### src/rtl/mmcm_drp_reconfig.sv
// DRP sequencer that reprograms an MMCME2_ADV from a stored profile table.
// Each entry is applied by read-modify-write while the MMCM is held in reset; re-lock is then supervised.
module mmcm_drp_reconfig #(
    parameter int NUM_PROFILES = 4,
    parameter int NUM_REGS     = 23,
    parameter int DRDY_TIMEOUT = 1024,
    parameter int LOCK_TIMEOUT = 65536,
    parameter int PW           = (NUM_PROFILES > 1) ? $clog2(NUM_PROFILES) : 1,
    parameter int IW           = (NUM_REGS > 1) ? $clog2(NUM_REGS) : 1
) (
    input  logic          dclk,
    input  logic          reset,
    input  logic          cfg_we,
    input  logic [PW-1:0] cfg_profile,
    input  logic [IW-1:0] cfg_index,
    input  logic [6:0]    cfg_addr,
    input  logic [15:0]   cfg_mask,
    input  logic [15:0]   cfg_data,
    input  logic          start,
    input  logic [PW-1:0] profile_sel,
    output logic          busy,
    output logic          done,
    output logic          error,
    output logic [1:0]    err_code,
    output logic [6:0]    drp_daddr,
    output logic          drp_den,
    output logic          drp_dwe,
    output logic [15:0]   drp_di,
    input  logic [15:0]   drp_do,
    input  logic          drp_drdy,
    output logic          mmcm_rst,
    input  logic          locked
);

    localparam int DEPTH = NUM_PROFILES * NUM_REGS;
    localparam int AW    = (DEPTH > 1) ? $clog2(DEPTH) : 1;
    localparam int TMAX  = (DRDY_TIMEOUT > LOCK_TIMEOUT) ? DRDY_TIMEOUT : LOCK_TIMEOUT;
    localparam int CW    = $clog2(TMAX + 1);

    localparam logic [PW:0]    PROF_LIM  = (PW + 1)'(NUM_PROFILES);
    localparam logic [IW:0]    REG_LIM   = (IW + 1)'(NUM_REGS);
    localparam logic [IW-1:0]  LAST_IDX  = IW'(NUM_REGS - 1);
    localparam logic [AW-1:0]  REGS_A    = AW'(NUM_REGS);
    localparam logic [CW-1:0]  DRDY_LAST = CW'(DRDY_TIMEOUT - 1);
    localparam logic [CW-1:0]  LOCK_LAST = CW'(LOCK_TIMEOUT - 1);
    localparam logic [CW-1:0]  LOCK_SKIP = CW'(2);

    localparam logic [3:0] IDLE      = 4'd0;
    localparam logic [3:0] RST_ON    = 4'd1;
    localparam logic [3:0] RD        = 4'd2;
    localparam logic [3:0] RD_WAIT   = 4'd3;
    localparam logic [3:0] WR        = 4'd4;
    localparam logic [3:0] WR_WAIT   = 4'd5;
    localparam logic [3:0] RST_OFF   = 4'd6;
    localparam logic [3:0] LOCK_WAIT = 4'd7;
    localparam logic [3:0] DONE      = 4'd8;
    localparam logic [3:0] FAIL      = 4'd9;

    logic [3:0]    state_reg;
    logic [PW-1:0] prof_reg;
    logic [IW-1:0] idx_reg;
    logic [IW-1:0] idx_next;
    logic [CW-1:0] cnt_reg;
    logic [15:0]   new_reg;
    logic          error_reg;
    logic [1:0]    err_code_reg;

    // Entry layout: {addr[38:32], mask[31:16], data[15:0]}
    logic [38:0]   mem [DEPTH];
    logic [38:0]   rd_entry;
    logic [AW-1:0] rd_addr;
    logic [AW-1:0] wr_addr;
    logic          wr_en;
    logic          sel_ok;

    assign sel_ok  = {1'b0, profile_sel} < PROF_LIM;
    assign wr_en   = cfg_we && (state_reg == IDLE) &&
                     ({1'b0, cfg_profile} < PROF_LIM) && ({1'b0, cfg_index} < REG_LIM);
    assign wr_addr = AW'(cfg_profile) * REGS_A + AW'(cfg_index);

    // Addressing by the next index makes rd_entry valid in the cycle the index takes effect.
    always_comb begin
        idx_next = idx_reg;
        if (state_reg == IDLE)
            idx_next = '0;
        else if (state_reg == WR_WAIT && drp_drdy && idx_reg != LAST_IDX)
            idx_next = idx_reg + 1'b1;
    end

    assign rd_addr = AW'(prof_reg) * REGS_A + AW'(idx_next);

    always_ff @(posedge dclk) begin
        if (wr_en)
            mem[wr_addr] <= {cfg_addr, cfg_mask, cfg_data};
        rd_entry <= mem[rd_addr];
    end

    always_ff @(posedge dclk or posedge reset) begin
        if (reset) begin
            state_reg    <= IDLE;
            prof_reg     <= '0;
            idx_reg      <= '0;
            cnt_reg      <= '0;
            new_reg      <= '0;
            error_reg    <= 1'b0;
            err_code_reg <= 2'd0;
        end else begin
            idx_reg <= idx_next;
            case (state_reg)
                IDLE: begin
                    if (start) begin
                        if (sel_ok) begin
                            error_reg    <= 1'b0;
                            err_code_reg <= 2'd0;
                            prof_reg     <= profile_sel;
                            state_reg    <= RST_ON;
                        end else begin
                            error_reg    <= 1'b1;
                            err_code_reg <= 2'd1;
                            state_reg    <= FAIL;
                        end
                    end
                end
                RST_ON: state_reg <= RD;
                RD: begin
                    cnt_reg   <= '0;
                    state_reg <= RD_WAIT;
                end
                RD_WAIT: begin
                    if (drp_drdy) begin
                        new_reg   <= (drp_do & rd_entry[31:16]) | (rd_entry[15:0] & ~rd_entry[31:16]);
                        state_reg <= WR;
                    end else if (cnt_reg == DRDY_LAST) begin
                        error_reg    <= 1'b1;
                        err_code_reg <= 2'd2;
                        state_reg    <= FAIL;
                    end else begin
                        cnt_reg <= cnt_reg + 1'b1;
                    end
                end
                WR: begin
                    cnt_reg   <= '0;
                    state_reg <= WR_WAIT;
                end
                WR_WAIT: begin
                    if (drp_drdy) begin
                        state_reg <= (idx_reg == LAST_IDX) ? RST_OFF : RD;
                    end else if (cnt_reg == DRDY_LAST) begin
                        error_reg    <= 1'b1;
                        err_code_reg <= 2'd2;
                        state_reg    <= FAIL;
                    end else begin
                        cnt_reg <= cnt_reg + 1'b1;
                    end
                end
                RST_OFF: begin
                    cnt_reg   <= '0;
                    state_reg <= LOCK_WAIT;
                end
                LOCK_WAIT: begin
                    // A stale locked from before the reset pulse is not trusted for two cycles.
                    if (locked && cnt_reg >= LOCK_SKIP) begin
                        state_reg <= DONE;
                    end else if (cnt_reg == LOCK_LAST) begin
                        error_reg    <= 1'b1;
                        err_code_reg <= 2'd3;
                        state_reg    <= FAIL;
                    end else begin
                        cnt_reg <= cnt_reg + 1'b1;
                    end
                end
                DONE:    state_reg <= IDLE;
                FAIL:    state_reg <= IDLE;
                default: state_reg <= IDLE;
            endcase
        end
    end

    assign busy      = (state_reg != IDLE);
    assign done      = (state_reg == DONE);
    assign error     = error_reg;
    assign err_code  = err_code_reg;
    assign drp_den   = (state_reg == RD) || (state_reg == WR);
    assign drp_dwe   = (state_reg == WR);
    assign drp_daddr = drp_den ? rd_entry[38:32] : 7'd0;
    assign drp_di    = drp_dwe ? new_reg : 16'd0;
    assign mmcm_rst  = (state_reg >= RST_ON) && (state_reg <= WR_WAIT);

endmodule

### config.mk
export PLATFORM = sky130hd
export DESIGN_NAME = mmcm_drp_reconfig
export DESIGN_NICKNAME = d
export VERILOG_FILES = /design/src/rtl/mmcm_drp_reconfig.sv
export SDC_FILE = /design/constraint.sdc
export NUM_CORES = 2
export LEC_CHECK = 0
export BUFFER_PORTS_ARGS = -buffer_cell sky130_fd_sc_hd__buf_2
export CAP_MARGIN = 20
export CORE_ASPECT_RATIO = 1.75
export CORE_MARGIN = 2
export CORE_UTILIZATION = 40
export DETAILED_ROUTE_END_ITERATION = 6
export GPL_TIMING_DRIVEN = 0
export PLACE_DENSITY_LB_ADDON = 0.05
export SETUP_SLACK_MARGIN = 0.1
export SLEW_MARGIN = 0
export SYNTH_ARGS = -nofsm -noshare
export SYNTH_HDL_FRONTEND = slang
export SYNTH_SLANG_ARGS = --single-unit
### constraint.sdc
create_clock -name dclk -period 6.1 [get_ports dclk]
set_input_delay 0.61 -clock dclk [delete_from_list [all_inputs] [get_ports dclk]]
set_output_delay 0.61 -clock dclk [all_outputs]
set_load 0.1 [all_outputs]
==> impl_metrics.json <==
{
  "status": "finished clean",
  "die_w_um": 454,
  "r2r_cells": 20,
  "first_pass_iters": 7,
  "drt_wl_total_um": 537000,
  "dp_hpwl_um": 379000,
  "whs_path_depth": 3,
  "drive_above_1_share_pct": 32.4,
  "synth_edf_count": 3588,
  "hp-class": "in -> reg",
  "tightest_slew_ns": 1.20,
  "max_freq_ghz": 0.168,
  "critPathSlowestCell": "a211oi_4",
  "r2r-start": "idx_reg[0]$_DFF_PP0_",
  "grt_antenna_before_repair": 35,
  "gr-usage-all-layers_pct": 29.9,
  "max_slew_margin_pct": 19.2,
  "die-area_sq_um": 359000,
  "rsz0062_at_grt": "yes",
  "crit_fanout": 10,
  "synthCells": 6284,
  "cts.htree.levels": 5,
  "synth_seq_area_share_pct": 77.5,
  "initial_core_util_pct": 40.1,
  "syn_nets": 6381,
  "skew_ns": 0.0422,
  "largest_register_ffs": 3588,
  "die_h_um": 791,
  "cpPeakStageDelay_ns": 0.69,
  "grt_pass1_wl_um": 705000,
  "wire_per_inst_um": 44.8,
  "ant_nets": 0,
  "via_per_inst": 6.13,
  "vias": 73600,
  "hold_viol_final": 0,
  "path_cells": "inv_1 > ha_1 > nand4b_1 > nand2_1 > nor4b_4 > buf_4 > nand2_1 > xor2_1 > nor2_1 > fa_1 > ha_1 > a21oi_2 > nand3_4 > nand2_8 > buf_6 > buf_6 > buf_4 > a211oi_1 > a211oi_4 > a221oi_1",
  "yosys_warnings": 0,
  "finalCritPeriodShare_pct": 97.8,
  "worstPathRequired_ns": 6.85,
  "mostFrequentLayoutCell": "edfxtp_1",
  "grt_max_degree": 93,
  "hp-start": "drp_do[3]",
  "ys.flop_type": "edfxtp_1",
  "gr-total-overflow": 0,
  "nets": 7144,
  "cts_root_buffer": "clkbuf_16",
  "rr_endpoint": "rd_entry[16]$_DFF_P_",
  "cap_violations": 0,
  "synth_area_per_cell_sq_um": 22.5,
  "crit_type": "reg -> reg",
  "arrival_ns": 6.72,
  "cts_sinks": 3674,
  "cts_tree": "built",
  "min_period_ns": 5.97,
  "drt_iter0_drc": 9792,
  "final_core_util_pct": 47.4,
  "gp_congestion": 0.866,
  "grt_pass1_vias": 74900,
  "yosys_register_bits": 3674,
  "clk_latency_ns": 0.97,
  "std_cell_rows": 289,
  "slew_violations": 0,
  "clock_path_buffers": 4,
  "cts_buffers": 345,
  "io_pins": 101,
  "final_cell_mix": "3,588 x edfxtp_1, 980 x mux4_2, 352 x clkbuf_16",
  "path_buf_inv": 5,
  "areaGrowthSynthToFinish_pct": 18.2,
  "fin_tns_setup_ns": 0,
  "fp.coreArea_sq_um": 353000,
  "finalSetupViolCount": 0,
  "syn_area_sq_um": 142000,
  "cp-start-kind": "flop",
  "synth_cell_type_count": 64,
  "port_buffers": 100,
  "r2r_slack_ns": 0.13,
  "drc": 0,
  "async_reset_ff_share_pct": 1.28,
  "crit_family": "compound AO/OA/AOI/OAI gates",
  "holdPathEnd": "new_reg[3]$_DFFE_PP0P_",
  "clkTransAtPathRegs_ns": 0.06,
  "cp-end-kind": "flop"
}
==> area by class of cell <==
type / count / area [sq um]
inverter: 18 / 67.6
multi-input combinational: 2233 / 31500
clock inverter: 187 / 1730
timing repair buffer: 417 / 6770
sequential: 3674 / 110000
fill: 29100 / 186000
buffer: 358 / 2440
tap: 4656 / 5830
clock buffer: 430 / 9140
antenna: 18 / 45.0
==> cell usage after synthesis (all sizes together) (14+ instances only) <==
| master | count | share of area (%) |
|---|---|---|
| edfxtp | 3588 | 76 |
| mux4 | 980 | 16 |
| nand2 | 243 | 0.65 |
| buf | 239 | 1.0 |
| nor2 | 190 | 0.50 |
| a211oi | 151 | 0.80 |
| mux2i | 128 | 0.91 |
| clkbuf | 120 | 0.32 |
| a21oi | 102 | 0.36 |
| and3 | 77 | 0.34 |
| dfrtp | 47 | 0.83 |
| dfxtp | 39 | 0.55 |
| o21ai | 38 | 0.13 |
| a311oi | 29 | 0.18 |
| and2 | 27 | 0.12 |
| nand3 | 27 | 0.095 |
| a31oi | 26 | 0.11 |
| ha | 21 | 0.19 |
| nor3 | 21 | 0.078 |
| xnor2 | 21 | 0.13 |
| inv | 18 | 0.048 |
| nor2b | 17 | 0.075 |
| a21o | 14 | 0.074 |
| nor4 | 14 | 0.062 |
==> logic make-up (layout without fill, tap and decap cells) <==
| group | Yosys count | after routing | share of synthesized area, % |
|---|---|---|---|
| simple gates | 640 | 640 | 2.04 |
| xor+xnor | 26 | 26 | 0.166 |
| flops | 3674 | 3674 | 77.5 |
| other cells | 0 | 18 | 0 |
| mux | 1117 | 1117 | 16.6 |
| buf+inv | 377 | 1410 | 1.39 |
| fa+ha+maj | 27 | 27 | 0.271 |
| compound gates | 423 | 423 | 2.04 |
==> worst reg2reg max path: stages, from the launching register on <==
cell and delay [ns]:
dfrtp_1 0.40, inv_1 0.06, ha_1 0.19, nand4b_1 0.09, nand2_1 0.11, nor4b_4 0.25
buf_4 0.18, nand2_1 0.07, xor2_1 0.13, nor2_1 0.08, fa_1 0.40, ha_1 0.43
a21oi_2 0.30, nand3_4 0.33, nand2_8 0.40, buf_6 0.46, buf_6 0.38, buf_4 0.43
a211oi_1 0.18, a211oi_4 0.69, a221oi_1 0.21
==> timing repair <==
item / 4_1_cts / 5_1_grt
resized for setup: 296 / 106
endpoints found under the setup margin: 39 / 37
hold buffers: 18 / 0
endpoints found under the hold margin: 76 / 0
buffers inserted: 3 / 3
pin swaps: 13 / 10
==> worst max-delay path by stage <==
| stage | cells after the start | slack [ns] | end | from |
|---|---|---|---|---|
| after floorplan | 17 | 0.84 | rd_entry[21]$_DFF_P_ | state_reg[1]$_DFFE_PP0P_ |
| after global placement | 14 | -4.84 | rd_entry[20]$_DFF_P_ | state_reg[1]$_DFFE_PP0P_ |
| after detailed placement | 17 | -2.69 | rd_entry[30]$_DFF_P_ | state_reg[2]$_DFFE_PP0P_ |
| after CTS | 19 | 0.02 | rd_entry[30]$_DFF_P_ | state_reg[2]$_DFFE_PP0P_ |
| after global routing | 23 | 0.04 | rd_entry[15]$_DFF_P_ | idx_reg[0]$_DFF_PP0_ |
| final | 20 | 0.13 | rd_entry[16]$_DFF_P_ | idx_reg[0]$_DFF_PP0_ |
==> per-layer routing <==
layer	up-vias	part of all wire, %	GRT usage [%]
met5	-	0.0074	0
met4	6	7.4	17.9
met3	1094	6.7	4.66
met2	3642	52	52.0
met1	40700	34	34.8
li1	28100	-	-
==> metrics by stage <==
stage          instance area [sq um]  instances  hold slack [ns]  setup WS, ns
2_1_floorplan                 142000       6284            0.487         0.838
3_3_place_gp                  148000      11000            0.465         -4.84
3_5_place_dp                  154000      11300            0.493         -2.69
4_1_cts                       167000      12000          0.00935        0.0220
5_1_grt                       167000      12000           0.0354        0.0355
6_report                      167000      12000           0.0474         0.133
Power is not shown: default switching activity piles up to over one toggle a cycle in this logic, so the estimate is an artifact.
